$ cat src/rtl/coll_pkg.sv
// Shared types for the collision pair issuer: operand width, object record, FSM states.
package coll_pkg;

    localparam int W           = 16;
    localparam int TIMEOUT_DEF = 64;

    typedef struct packed {
        logic [W-1:0] x;
        logic [W-1:0] y;
        logic [W-1:0] vx;
        logic [W-1:0] vy;
    } obj_t;

    typedef enum logic [2:0] {
        IDLE,
        LOAD,
        ISSUE,
        REPORT,
        NEXT,
        DONE
    } state_t;

endpackage

$ cat src/rtl/coll_obj_table.sv
// Object state register file: one write port, two combinational read ports.
// Writes land on the next edge; the table is cleared by synchronous reset.
module coll_obj_table
    import coll_pkg::*;
#(
    parameter int N_OBJ = 8,
    parameter int IDX_W = 3
) (
    input  logic             clock,
    input  logic             reset,
    input  logic             wr_en,
    input  logic [IDX_W-1:0] wr_idx,
    input  obj_t             wr_dat,
    input  logic [IDX_W-1:0] rd_i_idx,
    input  logic [IDX_W-1:0] rd_j_idx,
    output obj_t             rd_i_dat,
    output obj_t             rd_j_dat
);

    obj_t mem_q [N_OBJ];

    always_ff @(posedge clock) begin
        if (reset) begin
            for (int k = 0; k < N_OBJ; k++) begin
                mem_q[k] <= '0;
            end
        end else if (wr_en && ({1'b0, wr_idx} < (IDX_W+1)'(N_OBJ))) begin
            mem_q[wr_idx] <= wr_dat;
        end
    end

    assign rd_i_dat = mem_q[rd_i_idx];
    assign rd_j_dat = mem_q[rd_j_idx];

endmodule

$ cat src/rtl/coll_pair_issuer.sv
// Walks every i<j object pair through the collision detector and streams one verdict per pair.
// start->det_in_rdy 2 cycles; each pair waits on det_out_rdy for at most TIMEOUT cycles.
module coll_pair_issuer
    import coll_pkg::*;
#(
    parameter int N_OBJ   = 8,
    parameter int IDX_W   = 3,
    parameter int W       = coll_pkg::W,
    parameter int TIMEOUT = TIMEOUT_DEF
) (
    input  logic             clock,
    input  logic             reset,
    input  logic             obj_wr_en,
    input  logic [IDX_W-1:0] obj_wr_idx,
    input  logic [W-1:0]     obj_wr_x,
    input  logic [W-1:0]     obj_wr_y,
    input  logic [W-1:0]     obj_wr_vx,
    input  logic [W-1:0]     obj_wr_vy,
    input  logic [W-1:0]     r2_in,
    input  logic [IDX_W:0]   num_obj,
    input  logic             start,
    output logic             busy,
    output logic [W-1:0]     det_x1,
    output logic [W-1:0]     det_y1,
    output logic [W-1:0]     det_x2,
    output logic [W-1:0]     det_y2,
    output logic [W-1:0]     det_vx1,
    output logic [W-1:0]     det_vy1,
    output logic [W-1:0]     det_vx2,
    output logic [W-1:0]     det_vy2,
    output logic [W-1:0]     det_r2,
    output logic             det_in_rdy,
    input  logic             det_trial,
    input  logic             det_out_rdy,
    output logic             pair_valid,
    output logic [IDX_W-1:0] pair_i,
    output logic [IDX_W-1:0] pair_j,
    output logic             pair_hit,
    output logic             pair_timeout,
    output logic [7:0]       hit_count,
    output logic             done
);

    localparam int CNT_W = $clog2(TIMEOUT);
    localparam int NW    = IDX_W + 1;

    state_t           state_q;
    logic [IDX_W-1:0] i_q, j_q;
    logic [NW-1:0]    n_q;
    logic [W-1:0]     r2_q;
    logic [CNT_W-1:0] tmo_cnt_q;
    logic             hit_cap_q, tmo_cap_q;

    obj_t             op1_q, op2_q;
    logic [W-1:0]     det_r2_q;
    logic             busy_q, det_in_rdy_q, pair_valid_q, pair_hit_q, pair_timeout_q, done_q;
    logic [IDX_W-1:0] pair_i_q, pair_j_q;
    logic [7:0]       hit_count_q;

    obj_t             wr_dat, rd_i_dat, rd_j_dat;
    logic [NW-1:0]    n_clamp;

    assign wr_dat  = '{x: obj_wr_x, y: obj_wr_y, vx: obj_wr_vx, vy: obj_wr_vy};
    assign n_clamp = (num_obj > NW'(N_OBJ)) ? NW'(N_OBJ) : num_obj;

    // busy_q is high in every non-IDLE state, so this gates writes to idle only.
    coll_obj_table #(
        .N_OBJ (N_OBJ),
        .IDX_W (IDX_W)
    ) u_table (
        .clock    (clock),
        .reset    (reset),
        .wr_en    (obj_wr_en && !busy_q),
        .wr_idx   (obj_wr_idx),
        .wr_dat   (wr_dat),
        .rd_i_idx (i_q),
        .rd_j_idx (j_q),
        .rd_i_dat (rd_i_dat),
        .rd_j_dat (rd_j_dat)
    );

    always_ff @(posedge clock) begin
        if (reset) begin
            state_q        <= IDLE;
            i_q            <= '0;
            j_q            <= '0;
            n_q            <= '0;
            r2_q           <= '0;
            tmo_cnt_q      <= '0;
            hit_cap_q      <= 1'b0;
            tmo_cap_q      <= 1'b0;
            op1_q          <= '0;
            op2_q          <= '0;
            det_r2_q       <= '0;
            busy_q         <= 1'b0;
            det_in_rdy_q   <= 1'b0;
            pair_valid_q   <= 1'b0;
            pair_i_q       <= '0;
            pair_j_q       <= '0;
            pair_hit_q     <= 1'b0;
            pair_timeout_q <= 1'b0;
            hit_count_q    <= '0;
            done_q         <= 1'b0;
        end else begin
            pair_valid_q <= 1'b0;
            done_q       <= 1'b0;
            case (state_q)
                IDLE: begin
                    // busy stays up through the done cycle, which is spent here.
                    if (busy_q) begin
                        busy_q <= 1'b0;
                    end else if (start) begin
                        r2_q        <= r2_in;
                        n_q         <= n_clamp;
                        i_q         <= '0;
                        j_q         <= IDX_W'(1);
                        hit_count_q <= '0;
                        busy_q      <= 1'b1;
                        state_q     <= (n_clamp < NW'(2)) ? DONE : LOAD;
                    end
                end
                LOAD: begin
                    op1_q        <= rd_i_dat;
                    op2_q        <= rd_j_dat;
                    det_r2_q     <= r2_q;
                    det_in_rdy_q <= 1'b1;
                    state_q      <= ISSUE;
                end
                ISSUE: begin
                    if (det_out_rdy) begin
                        hit_cap_q    <= det_trial;
                        tmo_cap_q    <= 1'b0;
                        det_in_rdy_q <= 1'b0;
                        state_q      <= REPORT;
                    end else if (tmo_cnt_q == CNT_W'(TIMEOUT - 1)) begin
                        hit_cap_q    <= 1'b0;
                        tmo_cap_q    <= 1'b1;
                        det_in_rdy_q <= 1'b0;
                        state_q      <= REPORT;
                    end else begin
                        tmo_cnt_q <= tmo_cnt_q + CNT_W'(1);
                    end
                end
                REPORT: begin
                    pair_valid_q   <= 1'b1;
                    pair_i_q       <= i_q;
                    pair_j_q       <= j_q;
                    pair_hit_q     <= hit_cap_q;
                    pair_timeout_q <= tmo_cap_q;
                    if (hit_cap_q && (hit_count_q != 8'hFF)) begin
                        hit_count_q <= hit_count_q + 8'd1;
                    end
                    tmo_cnt_q <= '0;
                    state_q   <= NEXT;
                end
                NEXT: begin
                    if ({1'b0, j_q} < (n_q - NW'(1))) begin
                        j_q     <= j_q + IDX_W'(1);
                        state_q <= LOAD;
                    end else if ({1'b0, i_q} < (n_q - NW'(2))) begin
                        i_q     <= i_q + IDX_W'(1);
                        j_q     <= IDX_W'({1'b0, i_q} + NW'(2));
                        state_q <= LOAD;
                    end else begin
                        state_q <= DONE;
                    end
                end
                DONE: begin
                    done_q  <= 1'b1;
                    state_q <= IDLE;
                end
                default: state_q <= IDLE;
            endcase
        end
    end

    assign busy         = busy_q;
    assign det_x1       = op1_q.x;
    assign det_y1       = op1_q.y;
    assign det_vx1      = op1_q.vx;
    assign det_vy1      = op1_q.vy;
    assign det_x2       = op2_q.x;
    assign det_y2       = op2_q.y;
    assign det_vx2      = op2_q.vx;
    assign det_vy2      = op2_q.vy;
    assign det_r2       = det_r2_q;
    assign det_in_rdy   = det_in_rdy_q;
    assign pair_valid   = pair_valid_q;
    assign pair_i       = pair_i_q;
    assign pair_j       = pair_j_q;
    assign pair_hit     = pair_hit_q;
    assign pair_timeout = pair_timeout_q;
    assign hit_count    = hit_count_q;
    assign done         = done_q;

endmodule

$ cat config.mk
export PLATFORM = sky130hd
export DESIGN_NAME = coll_pair_issuer
export DESIGN_NICKNAME = d
export VERILOG_FILES = /design/src/rtl/coll_pkg.sv /design/src/rtl/coll_obj_table.sv /design/src/rtl/coll_pair_issuer.sv
export SDC_FILE = /design/constraint.sdc
export NUM_CORES = 1
export LEC_CHECK = 0
export BUFFER_PORTS_ARGS = -buffer_cell sky130_fd_sc_hd__buf_4
export CORE_MARGIN = 3
export CORE_UTILIZATION = 40
export CTS_CLUSTER_SIZE = 28
export DETAILED_ROUTE_END_ITERATION = 16
export PLACE_DENSITY_LB_ADDON = 0.3
export REMOVE_ABC_BUFFERS = 1
export SKIP_LAST_GASP = 1
export SYNTH_ARGS = -nofsm -noshare
export SYNTH_HDL_FRONTEND = slang
export SYNTH_SLANG_ARGS = --single-unit
$ cat constraint.sdc
create_clock -name clock -period 7.4 [get_ports clock]
set_input_delay 2.22 -clock clock [delete_from_list [all_inputs] [get_ports clock]]
set_output_delay 2.22 -clock clock [all_outputs]
set_load 0.01 [all_outputs]
; ---- After elaboration in Yosys (flattened, before gate mapping)
; Memories as Yosys holds them, arrays and structs flattened. A register that Yosys moved wholly into a read port is not among the register bits.
; Cells that the tools add are included.
[totals]
mem_count = 1
regBits = 73
in_bits = 93
output_inout_bits = 164
ramBits = 512
[memory_table]
columns = memory, depth, width, rd, rd_ports_with_merged_regs, wr, line
row1 = u_table.mem_q, 8, 64, 2, 2, 8, coll_obj_table.sv:20  ; obj_t mem_q [N_OBJ];
[classes]
add_sub_neg = 7
reduce_logical = 18
magnitude_cmp = 4
n_bitwise = 1
eq_ne = 16
muxes = 44
[op_table]
columns = cell, n
row1 = 64-bit 2-to-1 mux, 1
row2 = 64-bit OR reduction, 1
row3 = 3-bit 2-to-1 mux, 16
row4 = 8-bit 2-to-1 mux, 3
row5 = 8-bit one-hot mux with 2 select lines, 1
row6 = 1-bit 2-to-1 mux, 15
row7 = 3-bit one-hot mux with 5 select lines, 1
row8 = "2-bit inequality test, second input constant", 7
row9 = 6-bit 2-to-1 mux, 2
row10 = 3-bit one-hot mux with 2 select lines, 2
row11 = 6-bit one-hot mux with 2 select lines, 1
row12 = 2-bit nonzero test, 5
row13 = 3-bit AND reduction, 3
row14 = "8-bit by 1-bit adder with 8-bit output, second input constant", 1
row15 = 3-bit by 4-bit < comparator with 1-bit output, 2
row16 = "8-bit inequality test, second input constant", 1
row17 = 4-bit AND reduction, 2
row18 = "3-bit by 1-bit adder with 3-bit output, second input constant", 2
row19 = "6-bit by 1-bit adder with 6-bit output, second input constant", 1
row20 = "3-bit by 2-bit equality test with 1-bit output, second input constant", 2
row21 = "3-bit equality test, second input constant", 2
row22 = "6-bit equality test, second input constant", 1
row23 = "3-bit inequality test, second input constant", 2
row24 = 5-bit AND reduction, 1
row25 = other kinds (13), 15

; ---- Longest topological paths before layout
[logic_depth]
ltp_word = 7
mapped_depth = 10
depth_no_buf = 10

; ---- Cells and area by module
; A second synthesis with hierarchy kept.
[unflattened]
cells_unflattened = 2602
area_unflattened_um2 = 33871.2
[modules_own_cells]
columns = mod, n_inst, seq_area_each_um2, cells_each, area_each_um2
row1 = coll_obj_table, 1, 15374.7, 1671, 26430.3
row2 = coll_pair_issuer, 1, 4023.9, 931, 7440.9

; ---- Least setup slack after synthesis
; No wires, ideal clock.
[synth_path]
path_type = in2reg
from = in obj_wr_idx[0]
to = mem u_table.mem_q[0][0] (netlist bit) (enable)
arrival_time_ns = 3.925
required_time_ns = 7.006
cell_stages = 4
setup_ns = 0.394
path_slack_ns = 3.081
cell_sequence = or4b_4 > nor3_2 > clkbuf_2 > or2_2
[synth_rtl]
columns = item, line
row1 = start: declaration, coll_pair_issuer.sv:14  ; input logic [IDX_W-1:0] obj_wr_idx,
row2 = end: declaration, coll_obj_table.sv:20

==> metrics.yaml <==
floorplan:
  start_util_pct: 40.4
  die_area_sq_um: 88100
  die_x_um: 297
  core_area_sq_um: 83700
  ios: 257
  die_h_um: 297
  placement_rows: 106
worst_setup_path:
  r2r-start: "i_q[2]"
  end_kind: "flip-flop"
  criticalPathCategory: "in2reg"
  start_kind: "input pin"
  crit_required_ps: 7670
  rr_worst_depth: 6
  cp.arrival_ps: 4780
  r2r_end: "det_y1[5]"
  reg2reg_slack_ps: 3630
  cp_max_fo: 103
routing:
  drt-vias-per-instance: 5.60
  postRouteAntennaNets: 0
  wl_per_cell_um: 24.4
  dr.pass1.iters: 5
  vias: 22578
  drc: 0
  wl_um: 98400
  drt-initial-drc-count: 1638
clock_network:
  postCtsSetupRepairBufs: 0
  cts_root_buffer: "clkbuf_16"
  clockBufferDepth: 3
  path_clk_slew_ps: 60
  clock_sinks: 713
  h-tree-depth: 3
  clkLatencyLatePin_ps: 640
  cts_tree: "done"
  cts_made_buffers: 79
  hold_buffers: 0
  ctsResizeCount: 0
pwr:
  p_sw_share_pct: 27.3
  p_switching_mw: 2.88
  cellInternalPower_mw: 7.66
  p_per_area_nw_per_um2: 269
  p_leak_nw: 13.8
  combPwrFrac_pct: 16.2
  clkPwrFrac_pct: 37.6
  pwr-share-seq_pct: 46.2
  power.total_mw: 10.5
  peakVddDrop_mv: 0.156
sta:
  drv_slew: 0
  fin_hold_ws_ps: 449
  setup_viol: 0
  fin_crit_ps: 4510
  slew_headroom_pct: 26.6
  max_freq_ghz: 0.222
  tightest_slew_ps: 1100
  grt_setup_unrepaired: "false"
  finalHoldViolCount: 0
  fin_crit_sh_pct: 61.0
  fin_skew_ps: 29.3
global_route:
  grt_pass1_vias: 23455
  grt_usage_pct: 21.9
  grt_max_degree: 135
  grt_first_pass_wirelength_um: 147000
  antenna_found_initial: 11
  overflow: 0
layout:
  final_nets: 2933
  drive_gt1_share_pct: 20.8
  area_growth_pct: 16.0
  final_core_util_pct: 46.9
synth:
  ys_seq_area_share_pct: 57.4
  synth-edff-count: 512
  syn_area_sq_um: 33800
  synth_area_per_cell_sq_um: 12.6
  postSynth.asyncResetShare_pct: 0
  yosys.cell_types.count: 58
  synthCells: 2675
  synthFlopType: "edfxtp_1"
  synth_warnings: 0
  ys_ff_latch: 713
placed_design:
  routabilityCongestion: 0.786
  dp_hpwl_um: 55800
  portBuffers: 256
worst_hold_path:
  holdCritPathClass: "reg2reg"
  holdPathStages: 2
  hold_end: "det_r2[2]"
  min_from: "r2_q[2]"
run:
  max_cap_violations: 0
run_status:
  outcome: "completed"
-- logic make-up (layout without fill, tap and decap cells) --
| group | after synthesis | in the layout | synth area share [%] |
|---|---|---|---|
| AOI/OAI and AO/OA | 317 | 317 | 6.58 |
| muxes | 372 | 372 | 16.4 |
| buffers and inverters | 226 | 447 | 3.02 |
| adders and majority gates | 11 | 11 | 0.407 |
| and+or+nand+nor | 1021 | 1021 | 15.8 |
| xor gates and xnor gates | 15 | 15 | 0.388 |
| other | 0 | 4 | 0 |
| DFF | 713 | 713 | 57.4 |
-- cell usage after synthesis (all sizes together) (2+ instances only) --
| master | instances | share of area (%) |
|---|---|---|
| xnor2 | 8 | 0.21 |
| buf | 97 | 1.5 |
| nand4 | 4 | 0.074 |
| nand3b | 6 | 0.13 |
| nor2b | 2 | 0.059 |
| nand2 | 293 | 3.3 |
| a211oi | 5 | 0.11 |
| nor3b | 3 | 0.10 |
| xor2 | 7 | 0.18 |
| ha | 11 | 0.41 |
| or2 | 12 | 0.22 |
| a21oi | 111 | 1.6 |
| a31o | 2 | 0.052 |
| nand3 | 57 | 0.84 |
| dfxtp | 201 | 12 |
| a22oi | 111 | 2.5 |
| o2111ai | 2 | 0.070 |
| nor4 | 2 | 0.037 |
| clkbuf | 121 | 1.4 |
| o31ai | 2 | 0.085 |
| nor3 | 5 | 0.089 |
| inv | 8 | 0.089 |
| mux4 | 146 | 9.7 |
| and2 | 515 | 9.5 |
| and3 | 3 | 0.055 |
| nor2 | 108 | 1.2 |
| a311oi | 71 | 1.8 |
| o21ai | 6 | 0.12 |
| mux2i | 225 | 6.7 |
| edfxtp | 512 | 45 |
| nand2b | 7 | 0.13 |
-- worst max path at each step --
stage	from	endpoint
finish	reset	u_table.mem_q[6][56]
global route	reset	u_table.mem_q[6][46]
CTS	reset	u_table.mem_q[3][25]
detailed placement	reset	u_table.mem_q[3][52]
global placement	reset	u_table.mem_q[6][0]
floorplan	i_q[0]	det_x1[13]
-- power by group through the flow --
stage	combinational, mW	clock [mW]	sequential [mW]
after floorplan	1.03	0	5.00
after global routing	1.86	4.20	4.91
after global placement	1.71	0	4.94
after detailed placement	1.73	0	4.95
final	1.70	3.97	4.87
after CTS	1.73	4.04	4.87
-- worst max-delay path: stages --
cell and delay [ps]:
buf_6 270, or4b_4 710, nor2_4 140, or2_4 700, buf_4 530
-- metal layers --
metal,vias up,wire length [um],track usage [%]
met4,8,2530,7.22
met3,161,7430,4.80
li1,10136,-,-
met2,819,48600,37.0
met1,11454,39700,27.9
met5,-,47,0
-- area by class of cell --
type / count / area, sq um
tap: 1134 / 1420
inverter: 8 / 31.3
clock inverter: 34 / 347
multi-input combinational: 1736 / 13500
sequential: 713 / 19400
antenna: 4 / 10.0
timing repair buffer: 291 / 2210
clock buffer: 114 / 2290
fill: 7400 / 44500
-- layout by cell type, fill, tap and decap left out, drive strengths merged, types with 8 or more instances in the layout --
cell / instances
a21oi: 111
a22oi: 111
a311oi: 71
and2: 515
buf: 291
clkbuf: 114
clkinv: 21
dfxtp: 201
edfxtp: 512
ha: 11
inv: 12
mux2i: 225
mux4: 146
nand2: 293
nand3: 57
nor2: 108
or2: 12
xnor2: 8
-- flip-flops by register name, indices dropped and copies added, names as in the netlist, 4 cells and up --
register       cells
hit_count          8
det_vy1           16
det_vx2           16
det_y1            16
det_r2            16
r2_q              16
u_table.mem_q    512
det_x1            16
det_x2            16
tmo_cnt_q          6
det_vx1           16
det_y2            16
n_q                4
det_vy2           16
-- metrics by stage --
stage / worst slack (ps) / cells / setup TNS (ps) / area (sq um)
finish: 2890 / 4034 / 0 / 39200
floorplan: -2310 / 2457 / -173050 / 32800
CTS: 2910 / 4030 / 0 / 39200
detailed placement: 2260 / 3882 / 0 / 36600
global route: 2830 / 4032 / 0 / 39200
global placement: 2270 / 3882 / 0 / 36600
(Power assumes the default switching activity.)
